--- src/rtl/feeder_pkg.sv ---
// Shared definitions for the instruction feeder: word width and the
// issue FSM state encoding used by instr_feeder.
package feeder_pkg;

  // Width of one CPU instruction word.
  localparam int INSTR_W = 32;

  // Issue handshake states:
  //   IDLE  - nothing presented, waiting for an idle CPU and a queued word
  //   ISSUE - word presented on instr, waiting for the CPU to start on it
  //   EXEC  - CPU busy with the word, waiting for it to go idle again
  typedef enum logic [1:0] {
    IDLE  = 2'd0,
    ISSUE = 2'd1,
    EXEC  = 2'd2
  } state_t;

endpackage : feeder_pkg

--- src/rtl/instr_fifo.sv ---
// Instruction word FIFO for instr_feeder.
// Power-of-two depth, pointers wrap naturally in AW bits. A push is taken
// only when the FIFO was not full before the edge (a same-cycle pop never
// makes room), a pop only when it was not empty before the edge (a word
// pushed into an empty FIFO is poppable from the following cycle). flush
// clears pointers/occupancy and suppresses any same-cycle push and pop.
// DEPTH must be a power of two in 2..256.
module instr_fifo
  import feeder_pkg::*;
#(
  parameter int DEPTH = 16,
  parameter int AW    = $clog2(DEPTH)
) (
  input  logic               clk,
  input  logic               rst,
  input  logic               i_push,
  input  logic [INSTR_W-1:0] i_push_data,
  input  logic               i_pop,
  input  logic               i_flush,
  output logic [INSTR_W-1:0] o_head,
  output logic               o_full,
  output logic               o_empty,
  output logic [AW:0]        o_level
);

  localparam logic [AW:0] FULL_LVL = (AW+1)'(DEPTH);

  logic [INSTR_W-1:0] r_mem [DEPTH];
  logic [AW-1:0]      r_wr_ptr;
  logic [AW-1:0]      r_rd_ptr;
  logic [AW:0]        r_level;

  logic w_full;
  logic w_empty;
  logic w_push_ok;
  logic w_pop_ok;

  // Status comes straight from the occupancy register, so no input reaches
  // these outputs combinationally.
  assign w_full  = (r_level == FULL_LVL);
  assign w_empty = (r_level == '0);

  // Qualify requests against pre-edge occupancy; flush overrides both.
  assign w_push_ok = i_push && !w_full  && !i_flush;
  assign w_pop_ok  = i_pop  && !w_empty && !i_flush;

  // Storage write; contents need no reset because pointers gate every read.
  always_ff @(posedge clk) begin
    if (w_push_ok) begin
      r_mem[r_wr_ptr] <= i_push_data;
    end
  end

  // Pointer and occupancy bookkeeping; reset and flush both empty the queue.
  always_ff @(posedge clk) begin
    if (rst || i_flush) begin
      r_wr_ptr <= '0;
      r_rd_ptr <= '0;
      r_level  <= '0;
    end else begin
      if (w_push_ok) begin
        r_wr_ptr <= r_wr_ptr + 1'b1;
      end
      if (w_pop_ok) begin
        r_rd_ptr <= r_rd_ptr + 1'b1;
      end
      r_level <= r_level + (AW+1)'(w_push_ok) - (AW+1)'(w_pop_ok);
    end
  end

  // Head word is read from the registered read pointer; the consumer
  // captures it into its own register on the pop edge.
  assign o_head  = r_mem[r_rd_ptr];
  assign o_full  = w_full;
  assign o_empty = w_empty;
  assign o_level = r_level;

endmodule : instr_fifo

--- src/rtl/instr_feeder.sv ---
// Instruction feeder: a host pushes instruction words into a FIFO and this
// block hands them one at a time to a CPU using a three-state handshake on
// cpu_waiting (IDLE -> ISSUE -> EXEC -> IDLE). instr is registered and holds
// its value until the next issue (or reset). overflow is sticky until rst.
// Optional feature macro: INSTR_FEEDER_COUNT_EN adds a 32-bit issue_count
// output counting IDLE->ISSUE transitions (cleared by rst only).
module instr_feeder
  import feeder_pkg::*;
#(
  parameter int DEPTH = 16,
  parameter int AW    = $clog2(DEPTH)
) (
  input  logic               clk,
  input  logic               rst,
  input  logic               host_wr_en,
  input  logic [INSTR_W-1:0] host_wr_data,
  input  logic               flush,
  input  logic               cpu_waiting,
  output logic [INSTR_W-1:0] instr,
  output logic               instr_valid,
  output logic               full,
  output logic               empty,
  output logic [AW:0]        level,
  output logic               overflow,
  output logic               drained
`ifdef INSTR_FEEDER_COUNT_EN
  ,
  output logic [31:0]        issue_count
`endif
);

  state_t             r_state;
  logic [INSTR_W-1:0] r_instr;
  logic               r_instr_valid;
  logic               r_overflow;
  logic               r_cpu_waiting;

  logic               w_pop;
  logic [INSTR_W-1:0] w_head;
  logic               w_full;
  logic               w_empty;
  logic [AW:0]        w_level;

  // A word leaves the FIFO only from IDLE with an idle CPU; flush wins.
  assign w_pop = (r_state == IDLE) && cpu_waiting && !w_empty && !flush;

  instr_fifo #(
    .DEPTH (DEPTH),
    .AW    (AW)
  ) u_fifo (
    .clk         (clk),
    .rst         (rst),
    .i_push      (host_wr_en),
    .i_push_data (host_wr_data),
    .i_pop       (w_pop),
    .i_flush     (flush),
    .o_head      (w_head),
    .o_full      (w_full),
    .o_empty     (w_empty),
    .o_level     (w_level)
  );

  // Issue FSM with registered instr/instr_valid.
  always_ff @(posedge clk) begin
    if (rst) begin
      r_state       <= IDLE;
      r_instr       <= '0;
      r_instr_valid <= 1'b0;
    end else begin
      case (r_state)
        IDLE: begin
          if (w_pop) begin
            r_instr       <= w_head;
            r_instr_valid <= 1'b1;
            r_state       <= ISSUE;
          end
        end
        ISSUE: begin
          // flush withdraws the presented word but leaves instr untouched.
          if (flush) begin
            r_instr_valid <= 1'b0;
            r_state       <= IDLE;
          end else if (!cpu_waiting) begin
            r_instr_valid <= 1'b0;
            r_state       <= EXEC;
          end
        end
        EXEC: begin
          // The CPU is already running a word; flush does not interrupt it.
          if (cpu_waiting) begin
            r_state <= IDLE;
          end
        end
        default: begin
          r_instr_valid <= 1'b0;
          r_state       <= IDLE;
        end
      endcase
    end
  end

  // Sticky record of any push attempted while the FIFO was full.
  always_ff @(posedge clk) begin
    if (rst) begin
      r_overflow <= 1'b0;
    end else if (host_wr_en && w_full) begin
      r_overflow <= 1'b1;
    end
  end

  // Registered copy of cpu_waiting so drained has no input-to-output path;
  // drained therefore reflects cpu_waiting as sampled at the last edge.
  always_ff @(posedge clk) begin
    if (rst) begin
      r_cpu_waiting <= 1'b0;
    end else begin
      r_cpu_waiting <= cpu_waiting;
    end
  end

`ifdef INSTR_FEEDER_COUNT_EN
  logic [31:0] r_issue_count;

  // Count every IDLE->ISSUE transition; wraps naturally, flush has no effect.
  always_ff @(posedge clk) begin
    if (rst) begin
      r_issue_count <= '0;
    end else if (w_pop) begin
      r_issue_count <= r_issue_count + 32'd1;
    end
  end

  assign issue_count = r_issue_count;
`endif

  assign instr       = r_instr;
  assign instr_valid = r_instr_valid;
  assign full        = w_full;
  assign empty       = w_empty;
  assign level       = w_level;
  assign overflow    = r_overflow;
  assign drained     = w_empty && (r_state == IDLE) && r_cpu_waiting;

endmodule : instr_feeder
--- config.mk ---
export PLATFORM = sky130hd
export DESIGN_NAME = instr_feeder
export DESIGN_NICKNAME = d
export VERILOG_FILES = /design/src/rtl/feeder_pkg.sv /design/src/rtl/instr_fifo.sv /design/src/rtl/instr_feeder.sv
export SDC_FILE = /design/constraint.sdc
export NUM_CORES = 1
export LEC_CHECK = 0
export CAP_MARGIN = 10
export CORE_ASPECT_RATIO = 0.5
export CORE_MARGIN = 5
export CORE_UTILIZATION = 50
export DETAILED_ROUTE_END_ITERATION = 8
export PLACE_DENSITY = 0.7
export SLEW_MARGIN = 20
export SYNTH_ARGS = -nofsm -noshare
export SYNTH_HDL_FRONTEND = slang
export SYNTH_HIERARCHICAL = 1
export SYNTH_SLANG_ARGS = --single-unit
--- constraint.sdc ---
create_clock -name clk -period 4.4 [get_ports clk]
set_clock_uncertainty 0.15 [all_clocks]
set_input_delay 0.88 -clock clk [delete_from_list [all_inputs] [get_ports clk]]
set_output_delay 0.88 -clock clk [all_outputs]
set_load 0.01 [all_outputs]
==> results.yml <==
pwr:
  intPower_mw: 8.17
  clkPwrFrac_pct: 39.5
  power_frac_comb_pct: 2.6
  p_sw_mw: 2.00
  power_leakage_nw: 7.48
  total_power_mw: 10.2
  p_seq_share_pct: 58.0
  p_per_area_nw_per_um2: 409
  switching_share_pct: 19.6
  vdd_drop_max_mv: 0.261
yosys:
  synth_top_area_share_pct: 70.9
  yosys-top-cells-count: "edfxtp_1 (512), mux4_2 (128), a22oi_1 (64)"
  synth_edf_count: 512
  ys.flop_type: "edfxtp_1"
  synth_area_sq_um: 21700
  async_flop_share_pct: 0
  avgSynthCellArea_sq_um: 20.3
  ys_top_cells_by_area: "edfxtp_1 (71%), mux4_2 (13%), dfxtp_1 (5.0%)"
  yosys_warnings: 6
  ys_seq_elements: 566
  seq_area_frac_synth_pct: 75.9
  synth.distinct_cells: 37
  synthCells: 1068
  syn_nets: 1117
  yosysTopAreaCell: "edfxtp_1"
  yosysMostFrequentCell: "edfxtp_1"
grt:
  grt_pass1_vias: 11300
  grt_max_degree: 61
  antenna_found_initial: 1
  track_usage_pct: 19.8
  grt.overflow.total: 0
  grt_pass1_wl_um: 71300
run_status:
  status: "finished clean"
cells_and_area:
  layout-drive-gt1-share_pct: 23.1
  layout.nets: 1211
  design_area_sq_um: 24800
  layoutNonFillerInstCount: 1775
  utilization_pct: 58.5
  area_growth_pct: 14.5
  fillCellCount: 3041
cts:
  cts_tree: "yes"
  path_clk_slew_ns: 0.06
  cts_inserted_buffers: 49
  cts_buffer_depth: 3
  cts.sinks: 566
  cts_repair_resize_count: 0
  holdBufCountCts: 0
  clk_latency_ns: 0.57
  htreeDepth: 2
  post_cts_buffers: 0
  clockRootBuffer: "clkbuf_16"
drt:
  drt-total-wl_um: 47200
  vias_per_cell: 6.16
  via_count: 10900
  drcViolationCount: 0
  wl_met2_um: 22900
  met3_length_um: 3630
  postRouteAntennaNets: 0
  top_layer_used: "met4"
  drtPass1Iterations: 5
  dr.first_iter.drc_count: 1150
  avgRoutedWirePerCell_um: 26.6
  drt-met1-wl_um: 19600
floorplanning:
  core_area_sq_um: 42400
  num_io_pins: 79
  start_util_pct: 51.1
  rows: 53
  dieArea_sq_um: 47900
  die_h_um: 157
  die_x_um: 305
setup_path:
  required_ns: 3.37
  critPathMaxFanout: 34
  cp_data_arrival_time_ns: 3.10
  crit_path_start_kind: "flip-flop"
  crit_type: "flip-flop to output pin"
  endpoint_kind: "output pin"
placement:
  gp_congestion: 0.764
  port_buffers: 78
  dpl_cell_area_sq_um: 23300
  dp_cells: 1687
  dp_hpwl_um: 26200
  pre_cts_ws_ns: 0.144
sta:
  min_period_over_period_pct: 93.9
  hold_viol: 0
  period_needed_ns: 4.13
  relSlewSlack_pct: 24.1
  finalHoldWorstSlack_ns: 0.322
  worstMarginPinSlew_ns: 1.14
  rsz0062_at_grt: "false"
  fmaxAchievable_mhz: 242
  finalSetupViolCount: 0
  fin_ws_ns: 0.269
  finalMaxSlewViolations: 0
  setup_tns_ns: 0
min_path:
  hold_path.class: "flip-flop to flip-flop"
flow_run:
  drv_cap: 0
## final cells by class
| type | count | area, sq um | area share, % |
|---|---|---|---|
| Inverter | 13 | 48.8 | 0.196 |
| Sequential cell | 566 | 16500 | 66.3 |
| Antenna cell | 1 | 2.50 | 0.0101 |
| Multi-Input combinational cell | 420 | 4970 | 20.0 |
| Tap cell | 577 | 722 | 2.91 |
| Clock inverter | 18 | 141 | 0.569 |
| Timing Repair Buffer | 112 | 1170 | 4.70 |
| Clock buffer | 68 | 1320 | 5.31 |
## power groups by stage
stage | clock network (mW) | logic [mW] | registers [mW]
finish | 4.02 | 0.259 | 5.89
global placement | 0 | 0.247 | 6.01
CTS | 4.11 | 0.260 | 5.89
global route | 4.34 | 0.280 | 5.89
floorplan | 0 | 0.106 | 6.01
detailed placement | 0 | 0.259 | 6.01
## placed cells by master, fill, tap and decap left out, drive strengths merged, types with 2 or more instances in the layout
cell type	synthesis	layout
ha	11	11
a22oi	64	64
nor3	9	9
clkinv	0	15
nor2	29	29
nand3	37	37
clkdlybuf4s50	0	78
nand2b	3	3
nor2b	4	4
buf	40	34
xor2	5	5
clkbuf	29	68
dfxtp	54	54
xnor2	4	4
o21ai	2	2
a21oi	39	39
inv	13	13
edfxtp	512	512
nand2	40	40
mux4	128	128
bufinv	0	2
o31ai	32	32
## critical path, stage by stage (launching register included)
cell	delay, ns
dfxtp_1	0.33
inv_1	0.08
ha_1	0.17
or4b_2	0.69
inv_2	0.10
buf_4	0.49
clkdlybuf4s50_1	0.66
## registers in the layout (all words and copies together) (netlist names), named ones only
name / count
u_fifo/r_mem: 512
u_fifo/o_level: 5
overflow: 1
r_state: 2
u_fifo/r_rd_ptr: 4
instr_valid: 1
u_fifo/r_wr_ptr: 4
r_cpu_waiting: 1
instr: 32
## routing by layer
| metal | vias up | GRT usage, % |
|---|---|---|
| li1 | 4583 | - |
| met1 | 5821 | 28.0 |
| met2 | 453 | 32.1 |
| met3 | 71 | 4.06 |
| met4 | 0 | 5.49 |
| met5 | - | 0 |
## worst paths after layout
path | end | startpoint | slack [ns] | depth (start not counted)
setup / recovery | empty | u_fifo/o_level[3]$_SDFF_PP0_ | 0.27 | 6
hold / removal | instr[23]$_SDFFE_PP0P_ | instr[23]$_SDFFE_PP0P_ | 0.32 | 2
setup reg to reg | u_fifo/o_level[4]$_SDFF_PP0_ | u_fifo/o_level[3]$_SDFF_PP0_ | 0.85 | 15
hold reg to reg | instr[23]$_SDFFE_PP0P_ | instr[23]$_SDFFE_PP0P_ | 0.32 | 2
## cells by family (layout without fill, tap and decap cells)
kind of cell               Yosys count  after routing  synth area share (%)
AOI/OAI and AO/OA                  138            138                  4.99
xor gates and xnor gates             9              9                 0.363
adders and majority gates           12             12                 0.727
buffers and inverters               82            211                  1.86
DFF                                566            566                  75.9
muxes                              129            129                  13.3
other                                0              1                     0
and+or+nand+nor                    132            132                  2.86
(Power assumes the default switching activity.)
